File: src/rtl/dmem_arb_pkg.sv
// Shared types and constants for the data-memory arbiter.
package dmem_arb_pkg;

    typedef enum logic [1:0] {
        IDLE  = 2'd0,
        ISSUE = 2'd1,
        WAIT  = 2'd2,
        RESP  = 2'd3
    } state_t;

    localparam logic PORT_CPU = 1'b0;
    localparam logic PORT_LDR = 1'b1;

    localparam logic [1:0] BS_BYTE = 2'b00;
    localparam logic [1:0] BS_HALF = 2'b01;
    localparam logic [1:0] BS_WORD = 2'b10;

endpackage

File: src/rtl/dmem_arb_pick.sv
// Two-way request picker: one-hot winner from req, using either
// round-robin against the last served port or fixed CPU priority.
module dmem_arb_pick #(
    parameter bit CPU_PRIO = 1'b0
) (
    input  logic [1:0] req,
    input  logic       last,
    output logic [1:0] win
);
    import dmem_arb_pkg::*;

    // On contention the port other than 'last' wins, unless CPU priority is fixed.
    always_comb begin
        win = 2'b00;
        case (req)
            2'b01:   win = 2'b01;
            2'b10:   win = 2'b10;
            2'b11:   win = (CPU_PRIO || last == PORT_LDR) ? 2'b01 : 2'b10;
            default: win = 2'b00;
        endcase
    end

endmodule

File: src/rtl/dmem_arbiter.sv
// Shares the single data-memory port between the CPU (port 0) and the
// program loader (port 1). One access in flight at a time.
// Build option: DMEM_ARB_CPU_PRIO_EN selects fixed CPU priority instead of
// round-robin.
module dmem_arbiter #(
    parameter int MEM_LATENCY = 1,
    parameter int ADDR_W      = 32,
    parameter int DATA_W      = 32
) (
    input  logic              clk,
    input  logic              rst,
    input  logic [1:0]        req,
    input  logic [1:0]        we,
    input  logic [ADDR_W-1:0] addr0,
    input  logic [ADDR_W-1:0] addr1,
    input  logic [DATA_W-1:0] wdata0,
    input  logic [DATA_W-1:0] wdata1,
    input  logic [1:0]        bs0,
    input  logic [1:0]        bs1,
    input  logic [1:0]        se,
    output logic [1:0]        gnt,
    output logic [1:0]        rvalid,
    output logic [DATA_W-1:0] rdata,
    output logic              busy,
    output logic              mem_en,
    output logic              mem_we,
    output logic              mem_se,
    output logic [1:0]        mem_bs,
    output logic [ADDR_W-1:0] mem_addr,
    output logic [DATA_W-1:0] mem_wdata,
    input  logic [DATA_W-1:0] mem_rdata
);
    import dmem_arb_pkg::*;

`ifdef DMEM_ARB_CPU_PRIO_EN
    localparam bit CPU_PRIO = 1'b1;
`else
    localparam bit CPU_PRIO = 1'b0;
`endif

    localparam int               CNT_W    = (MEM_LATENCY > 1) ? $clog2(MEM_LATENCY) : 1;
    localparam logic [CNT_W-1:0] CNT_LOAD = CNT_W'(MEM_LATENCY - 1);

    state_t              state_q, state_d;
    logic                owner_q, owner_d;
    logic                last_q, last_d;
    logic                cmd_we_q, cmd_we_d;
    logic                cmd_se_q, cmd_se_d;
    logic [1:0]          cmd_bs_q, cmd_bs_d;
    logic [ADDR_W-1:0]   cmd_addr_q, cmd_addr_d;
    logic [DATA_W-1:0]   cmd_wdata_q, cmd_wdata_d;
    logic [CNT_W-1:0]    cnt_q, cnt_d;
    logic [DATA_W-1:0]   rdata_q, rdata_d;
    logic [1:0]          win;

    dmem_arb_pick #(.CPU_PRIO(CPU_PRIO)) u_pick (
        .req  (req),
        .last (last_q),
        .win  (win)
    );

    // Next-state: arbitrate/capture in IDLE and RESP, time the access in WAIT.
    always_comb begin
        state_d     = state_q;
        owner_d     = owner_q;
        last_d      = last_q;
        cmd_we_d    = cmd_we_q;
        cmd_se_d    = cmd_se_q;
        cmd_bs_d    = cmd_bs_q;
        cmd_addr_d  = cmd_addr_q;
        cmd_wdata_d = cmd_wdata_q;
        cnt_d       = cnt_q;
        rdata_d     = rdata_q;
        case (state_q)
            IDLE, RESP: begin
                if (|req) begin
                    state_d     = ISSUE;
                    owner_d     = win[1];
                    cmd_we_d    = win[1] ? we[1] : we[0];
                    cmd_se_d    = win[1] ? se[1] : se[0];
                    cmd_bs_d    = win[1] ? bs1 : bs0;
                    cmd_addr_d  = win[1] ? addr1 : addr0;
                    cmd_wdata_d = win[1] ? wdata1 : wdata0;
                end else begin
                    state_d = IDLE;
                end
            end
            ISSUE: begin
                cnt_d   = CNT_LOAD;
                last_d  = owner_q;
                state_d = WAIT;
            end
            WAIT: begin
                if (cnt_q == '0) begin
                    // writes complete with zero data so rdata never leaks a stale load
                    rdata_d = cmd_we_q ? '0 : mem_rdata;
                    state_d = RESP;
                end else begin
                    cnt_d = cnt_q - CNT_W'(1);
                end
            end
            default: state_d = IDLE;
        endcase
    end

    // State and command registers; last starts at the loader so the CPU wins first.
    always_ff @(posedge clk or posedge rst) begin
        if (rst) begin
            state_q     <= IDLE;
            owner_q     <= PORT_CPU;
            last_q      <= PORT_LDR;
            cmd_we_q    <= 1'b0;
            cmd_se_q    <= 1'b0;
            cmd_bs_q    <= '0;
            cmd_addr_q  <= '0;
            cmd_wdata_q <= '0;
            cnt_q       <= '0;
            rdata_q     <= '0;
        end else begin
            state_q     <= state_d;
            owner_q     <= owner_d;
            last_q      <= last_d;
            cmd_we_q    <= cmd_we_d;
            cmd_se_q    <= cmd_se_d;
            cmd_bs_q    <= cmd_bs_d;
            cmd_addr_q  <= cmd_addr_d;
            cmd_wdata_q <= cmd_wdata_d;
            cnt_q       <= cnt_d;
            rdata_q     <= rdata_d;
        end
    end

    // Handshake pulses and memory strobes decoded from the current state.
    always_comb begin
        gnt    = 2'b00;
        rvalid = 2'b00;
        mem_en = 1'b0;
        mem_we = 1'b0;
        rdata  = '0;
        busy   = (state_q != IDLE);
        if (state_q == ISSUE) begin
            mem_en       = 1'b1;
            mem_we       = cmd_we_q;
            gnt[owner_q] = 1'b1;
        end
        if (state_q == RESP) begin
            rvalid[owner_q] = 1'b1;
            rdata           = rdata_q;
        end
    end

    assign mem_se    = cmd_se_q;
    assign mem_bs    = cmd_bs_q;
    assign mem_addr  = cmd_addr_q;
    assign mem_wdata = cmd_wdata_q;

endmodule

File: config.mk
export PLATFORM = sky130hd
export DESIGN_NAME = dmem_arbiter
export DESIGN_NICKNAME = d
export VERILOG_FILES = /design/src/rtl/dmem_arb_pkg.sv /design/src/rtl/dmem_arb_pick.sv /design/src/rtl/dmem_arbiter.sv
export SDC_FILE = /design/constraint.sdc
export NUM_CORES = 1
export LEC_CHECK = 0
export ABC_AREA = 1
export CORE_ASPECT_RATIO = 1.25
export CORE_MARGIN = 2
export CORE_UTILIZATION = 44
export CTS_BUF_LIST = sky130_fd_sc_hd__clkbuf_16
export DETAILED_ROUTE_END_ITERATION = 10
export GPL_ROUTABILITY_DRIVEN = 0
export HOLD_SLACK_MARGIN = 0.05
export PLACE_DENSITY = 0.95
export SLEW_MARGIN = 5
export SYNTH_ARGS = -nofsm -noshare
export SYNTH_HDL_FRONTEND = slang
export SYNTH_SLANG_ARGS = --single-unit
File: constraint.sdc
create_clock -name clk -period 8.9 [get_ports clk]
set_input_delay 1.78 -clock clk [delete_from_list [all_inputs] [get_ports clk]]
set_output_delay 1.78 -clock clk [all_outputs]
set_load 0.005 [all_outputs]
; Yosys cells after proc, flatten, opt, wreduce, memory -nomap -nowiden
; Cells that the tools add are included.
[totals]
ff_bits = 105
latchBits = 0
ramBits = 0
romBits = 0
output_inout_bits = 106
n_memories = 0
[classes]
add_sub_neg = 1
n_mul = 0
n_div = 0
order_cmp = 2
n_eq_ne = 7
shifts = 0
n_mux = 20
bitwise_logic = 1
n_reduce_logical = 8
[op_table]
columns = cell, count
row1 = $mux W32, 4
row2 = $pmux W2 S3, 2
row3 = $mux W2, 5
row4 = $eq A2 B2 Y1 const B, 4
row5 = $mux W1, 7
row6 = $eq A2 B1 Y1 const B, 2
row7 = $reduce_and A2 Y1, 2
row8 = $reduce_bool A2 Y1, 2
row9 = $reduce_or A2 Y1, 2
row10 = $logic_not A2 Y1, 1
row11 = $lt A1 B2 Y1 const B, 1
row12 = $ne A2 B2 Y1 const B, 1
row13 = $pmux W1 S2, 1
row14 = $demux W1 S1, 1
row15 = $ge A1 B1 Y1 const B, 1
row16 = $logic_and A1 B1 Y1, 1
row17 = $not A1 Y1, 1
row18 = $sub A1 B1 Y1 const B, 1

; Longest topological paths before layout
; Gate-level depths: netlist (run 1).
[depth]
depth_word = 5
mapped_depth = 7
depth_no_buf = 6

; By module
; A second synthesis (run 1) with hierarchy kept.
[unflattened]
cells_unflattened = 756
area_unflattened_um2 = 5262.5
[modules_own_cells]
columns = mod, instances, cells_each, area_per_inst_um2
row1 = dmem_arbiter, 1, 751, 5241.3
row2 = dmem_arb_pick, 1, 5, 21.3

; Least setup slack after synthesis (run 1)
; No wires, ideal clock.
[synth_path]
kind = reg2out
from = register state_q[0]
to = output rdata[0]
arrival_time_ps = 1102
path_slack_ps = 6018
path_stages_with_launch = 6
n_path_buf = 2
path_cell_list = dfrtp_1 ha_1 clkbuf_1 clkbuf_1 nand2_1 inv_1
[synth_via]
elab_chain_len = 2
[synth_rtl]
columns = element, line
row1 = from (decl), dmem_arbiter.sv:44  ; state_t state_q, state_d;
row2 = from (signal assigned), dmem_arbiter.sv:120  ; state_q <= state_d;
row3 = $eq A2 B2 Y1, dmem_arbiter.sv:146  ; if (state_q == RESP) begin
row4 = $mux W32, dmem_arbiter.sv:146
row5 = to (decl), dmem_arbiter.sv:23  ; output logic [DATA_W-1:0] rdata,
; Every way passes these cells.

; Worst setup path in the final report (run 1)
[layout_path]
from = register state_q[0]
to = output rdata[8]
; Same word-level chain as after synthesis.

==> metrics.yaml, run 1 <==
total_power_mw: 2.54
critPathKind: "flop to output pin"
synthXorXnorAreaFrac_pct: 0
clkLatencyLatePin_ns: 0.34
die_x_um: 105
worstRegToRegCells: 7
yosysTopAreaCellShare_pct: 46.0
cts_tree: "built"
fin_setup_tns_ns: 0
critPathLaunchType: "flop"
detail-route-antenna-nets: 0
antenna_found_initial: 0
cts_buffer_depth: 2
postCtsSetupRepairBufs: 0
power_density_nw_per_um2: 291
max_freq_ghz: 0.237
place_area_um2: 8410
path_buf_inv: 2
layout_min_cycle_time_ns: 4.22
crit_cells: 4
worstPathRequired_ns: 7.12
cpPeakStageDelay_ns: 0.97
firstDrtPassIters: 5
hpwl_um: 12300
drc: 0
rsz0062_at_grt: "false"
synth_compound_gate_area_share_pct: 3.19
setup_viol: 0
postSynthAreaPerCell_um2: 6.86
clk_pin_slew_worst_paths_ns: 0.07
dieHeight_um: 130
synth_top_family_by_area: "simple AND/OR/NAND/NOR gates"
ys_seq_elements: 104
hold_buffers: 0
design_area_um2: 8730
post_cts_resized: 0
synth_fa_ha_area_share_pct: 0.893
syn_nets: 993
holdPathStages: 2
port_buffers: 277
maxSlewHeadroom_pct: 20.4
rows: 46
grt_max_degree: 73
finalClockSkew_ns: 0.0145
finalCritPeriodShare_pct: 47.4
worst_slew_pin_slew_ns: 1.19
ys_warn_count: 0
place_inst: 1222
synth_top_area_cell: "dfrtp_1"
fin_nets: 1241
start_util_pct: 44.7
synthTopCellsByArea: "dfrtp_1 46%, nand2_1 18%, inv_1 14%"
core_area_um2: 12500
seq_area_frac_synth_pct: 46.5
slew_viol_final: 0
synth-simple-area-share_pct: 31.2
cts_buffers: 9
path_cells: "ha_1 > nand2_1 > inv_1 > clkdlybuf4s50_1"
areaGrowthSynthToFinish_pct: 55.7
crit_path_top_delay_cell: "ha_1"
synthMuxAreaShare_pct: 0
h-tree-depth: 3
hold_viol_final: 0
hold_slack_ns: 0.479
leakagePower_nw: 4.85
synth_area_um2: 5600
hold_class: "flop to flop"
end_kind: "output pin"
routed_wl_um: 17100
drive_gt1_share_pct: 2.80
first_global_vias: 5711
vias: 5958
io_pins: 278
netlist_instances: 817
drt_iter0_drc: 364
dieArea_um2: 13700
grt_first_pass_wirelength_um: 27100
cp.arrival_ns: 2.44
wl_per_cell_um: 13.8
cts_sinks: 104
via_per_inst: 4.81
status: "finished clean"
crit_path_max_fanout: 34
max_cap_viol_count: 0
synth_cell_type_count: 19
n_antenna_cell: 0
cp_top_family: "adder cells"
root_buffer: "clkbuf_16"
grt_usage_pct: 24.6
vdd_ir_drop_max_uv: 166
overflow: 0
instances_no_fill: 1238
[final timing paths]
check | start | to | slack [ns]
setup / recovery | state_q[0] | rdata[8] | 4.68
hold / removal | mem_addr[29] | mem_addr[29] | 0.48
setup reg to reg | last_q | mem_wdata[30] | 6.77
hold reg to reg | mem_addr[29] | mem_addr[29] | 0.48
max in group asynchronous | rst | mem_wdata[25] | 5.85
min in group asynchronous | rst | rdata_q[8] | 1.79
[cell usage in the layout (no fill, tap or decap), types with 3 or more instances in the layout]
master           instances
nor2_1                   3
ha_1                     4
buf_4                    6
dfrtp_1                103
clkdlybuf4s50_1        276
nand3_1                136
inv_1                  210
clkbuf_16                9
o21ai_0                 33
nand2_1                274
[cell usage after synthesis]
| master | number |
|---|---|
| inv_2 | 1 |
| ha_1 | 4 |
| inv_1 | 210 |
| buf_6 | 2 |
| buf_4 | 4 |
| buf_1 | 4 |
| o21ai_2 | 1 |
| or2_2 | 1 |
| o21ai_0 | 33 |
| nand2_1 | 274 |
| nand2_2 | 2 |
| nand3_1 | 136 |
| nor2_1 | 3 |
| clkbuf_1 | 15 |
| dfrtp_1 | 103 |
| nor2_4 | 1 |
| buf_2 | 21 |
| o21ai_1 | 1 |
| dfstp_2 | 1 |
[per-layer routing]
| layer | up-vias | part of all wire (%) | GRT usage [%] |
|---|---|---|---|
| met5 | - | 0 | 0 |
| met4 | 0 | 2.8 | 8.94 |
| met3 | 39 | 7.3 | 5.89 |
| met2 | 295 | 54 | 46.5 |
| met1 | 2749 | 36 | 26.8 |
| li1 | 2875 | - | - |
[stage by stage]
| step | setup WS [ns] | utilization, % |
|---|---|---|
| after floorplan | 4.39 | - |
| final | 4.68 | 69.6 |
| after global routing | 4.47 | 69.6 |
| after global placement | 5.02 | 67.0 |
| after CTS | 4.67 | 69.6 |
| after detailed placement | 4.95 | 67.0 |
[flip-flops by register name, indices dropped and copies added, names as in the netlist]
| register | flops |
|---|---|
| last_q | 1 |
| mem_addr | 32 |
| state_q | 2 |
| mem_se | 1 |
| rdata_q | 32 |
| owner_q | 1 |
| mem_wdata | 32 |
| cmd_we_q | 1 |
| mem_bs | 2 |
[layout make-up]
| class | instances | area, um^2 |
|---|---|---|
| sequential | 104 | 2600 |
| clock inverter | 7 | 93.8 |
| multi-input combinational | 456 | 1990 |
| fill | 974 | 3820 |
| timing repair buffer | 283 | 2810 |
| inverter | 211 | 795 |
| clock buffer | 9 | 225 |
| tap | 168 | 210 |
[tightest hold or removal path: stages, from the launching register on]
cell and delay (ns):
dfrtp_1 0.34, nand2_1 0.05, nand2_1 0.05
[power by group]
group	switching [mW]	total (mW)	internal, mW	leakage, nW
Combinational	0.663	1.28	0.618	3.41
Sequential	0.126	0.835	0.709	1.28
Clock	0.178	0.425	0.247	0.158
Total	0.966	2.54	1.57	4.85
[cells by family (layout without fill, tap and decap cells)]
kind of cell	after synthesis	in the layout
DFF	104	104
AOI/OAI and AO/OA	35	35
and+or+nand+nor	417	417
buffers and inverters	257	510
adders and majority gates	4	4
No activity file was read; power rests on OpenSTA's default activity.
==> run 2: changes to the inputs <==
--- a/config.mk
+++ b/config.mk
@@ -8,12 +8,12 @@
 export ABC_AREA = 1
 export CORE_ASPECT_RATIO = 1.25
 export CORE_MARGIN = 2
-export CORE_UTILIZATION = 44
+export CORE_UTILIZATION = 41
 export CTS_BUF_LIST = sky130_fd_sc_hd__clkbuf_16
 export DETAILED_ROUTE_END_ITERATION = 10
 export GPL_ROUTABILITY_DRIVEN = 0
 export HOLD_SLACK_MARGIN = 0.05
-export PLACE_DENSITY = 0.95
+export PLACE_DENSITY = 0.89
 export SLEW_MARGIN = 5
 export SYNTH_ARGS = -nofsm -noshare
 export SYNTH_HDL_FRONTEND = slang
==> constraint.sdc (replaced) <==
create_clock -name clk -period 4.4 [get_ports clk]
set_input_delay 0.88 -clock clk [delete_from_list [all_inputs] [get_ports clk]]
set_output_delay 0.88 -clock clk [all_outputs]
set_load 0.005 [all_outputs]
==> run 2 against run 1 <==
Compared with the run above:
- power is 100% higher
- register-to-register slack got worse by 4.6 ns
- largest power group unchanged
- first-iteration DRC count down 20%
- clock power rose by 84%
- critical endpoint is now rdata[10]
- die area increased by 7.1%
- combinational power grew 100%
- clock-buffer cell count unchanged
- cell area shrank 0.16%
- clock skew shrank 0.0051 ns
- critical path type unchanged
- via count down 4.1%
- flip-flop and latch count is the same
- utilization decreased by 4.0 points
==> metrics.yaml, run 2 (same netlist as run 1, synthesis figures left out) <==
dieArea_um2: 14600
hold_buffers: 0
finalClockSkew_ns: 0.00938
power_frac_clock_pct: 15.4
slew_viol_final: 0
holdPathStages: 2
setup_viol: 0
r2r-start: "state_q[0]"
clkLatencyLatePin_ns: 0.34
drc: 0
h-tree-depth: 3
antenna_found_initial: 0
maxSlewHeadroom_pct: 20.3
n_antenna_cell: 0
dieHeight_um: 135
grtUsageMet2_pct: 37.7
switching_share_pct: 38.1
vias: 5716
p_comb_share_pct: 51.2
cp.arrival_ns: 2.41
grt-busiest-layer: "met2"
worstPathRequired_ns: 3.52
root_buffer: "clkbuf_16"
fin_setup_tns_ns: 0
detail-route-antenna-nets: 0
vdd_ir_drop_max_uv: 331
crit_path_max_fanout: 34
cts_buffers: 9
grt_max_degree: 86
switchingPower_mw: 1.93
core_area_um2: 13300
hold_path_end: "mem_addr[14]"
rows: 47
gr-usage-met1_pct: 26.5
hpwl_um: 12000
hold_slack_ns: 0.482
max_freq_ghz: 0.304
io_pins: 278
cts_tree: "built"
critPathLaunchType: "flop"
crit_path_top_delay_cell: "ha_1"
drt_iter0_drc: 290
layout_common_cells: "276 x clkdlybuf4s50_1, 274 x nand2_1, 210 x inv_1, 136 x nand3_1, 103 x dfrtp_1"
path_cells: "ha_1 > nand2_1 > inv_1 > clkdlybuf4s50_1"
areaGrowthSynthToFinish_pct: 55.5
hold_class: "flop to flop"
start_util_pct: 42.2
port_buffers: 277
worstHoldStart: "mem_addr[14]"
rsz0062_at_grt: "false"
clk_pin_slew_worst_paths_ns: 0.07
overflow: 0
worstRegToRegCells: 6
power_density_nw_per_um2: 582
final_util_pct: 65.6
routed_wl_um: 16200
postCtsSetupRepairBufs: 0
wl_per_cell_um: 13.0
firstDrtPassIters: 5
internal_power_mw: 3.14
cts_buffer_depth: 2
via_per_inst: 4.61
cpPeakStageDelay_ns: 0.97
seq_power_share_pct: 33.4
first_global_vias: 5386
max_cap_viol_count: 0
leakagePower_nw: 4.84
cts_sinks: 104
post_cts_resized: 0
die_x_um: 109
finalCritPeriodShare_pct: 74.8
r2r_slack_ns: 2.21
status: "finished clean"
use_met3_pct: 4.39
grt_usage_pct: 22.1
hold_viol_final: 0
layout_min_cycle_time_ns: 3.29
fin_nets: 1241
drive_gt1_share_pct: 2.62
critPathKind: "flop to output pin"
worst_slew_pin_slew_ns: 1.20
r2r-end: "mem_wdata[23]"
layout_commonest_cell: "clkdlybuf4s50_1"
grt_first_pass_wirelength_um: 25700
end_kind: "output pin"
run 2: layer usage:
metal / wire length [um] / share of wire (%)
met1: 6300 / 39
met2: 8000 / 49
met3: 1190 / 7.3
met4: 685 / 4.2
met5: 0 / 0
run 2: worst max-delay path: cells and delay by family, from the launching register on:
kind,cells,cell delay [ns]
buffers and inverters,2,0.58
DFF,1,0.38
and+or+nand+nor,1,0.15
adders and majority gates,1,0.97
run 2: power by group through the flow:
stage / Sequential [mW] / Combinational [mW] / Clock [mW]
5_1_grt: 1.74 / 2.90 / 0.840
6_report: 1.69 / 2.60 / 0.781
4_1_cts: 1.69 / 2.64 / 0.800
3_3_place_gp: 1.68 / 2.56 / 0
3_5_place_dp: 1.70 / 2.63 / 0
2_1_floorplan: 1.69 / 1.32 / 0
run 2: metrics by stage:
| step | instances | power (mW) | setup WS [ns] | cell area [um^2] |
|---|---|---|---|---|
| after floorplan | 817 | 3.01 | 0.789 | 5600 |
| final | 1241 | 5.07 | 1.11 | 8710 |
| after global routing | 1241 | 5.48 | 0.933 | 8710 |
| after global placement | 1225 | 4.25 | 1.52 | 8420 |
| after CTS | 1241 | 5.13 | 1.09 | 8710 |
| after detailed placement | 1225 | 4.33 | 1.46 | 8420 |
run 2: how the worst max path moves through the flow:
stage | from | end | slack [ns] | depth (start not counted)
finish | state_q[1] | rdata[10] | 1.11 | 4
global route | state_q[1] | rdata[0] | 0.93 | 4
CTS | state_q[0] | rdata[22] | 1.09 | 4
detailed placement | req[0] | mem_addr[0] | 1.46 | 7
global placement | state_q[0] | rdata[20] | 1.52 | 4
floorplan | rst | cmd_we_q | 0.79 | 1
run 2: layout make-up:
class | instances | area [um^2]
clock buffer | 9 | 225
clock inverter | 7 | 63.8
fill | 1123 | 4580
inverter | 211 | 795
multi-input combinational | 456 | 1990
sequential | 104 | 2600
tap | 171 | 214
timing repair buffer | 283 | 2830
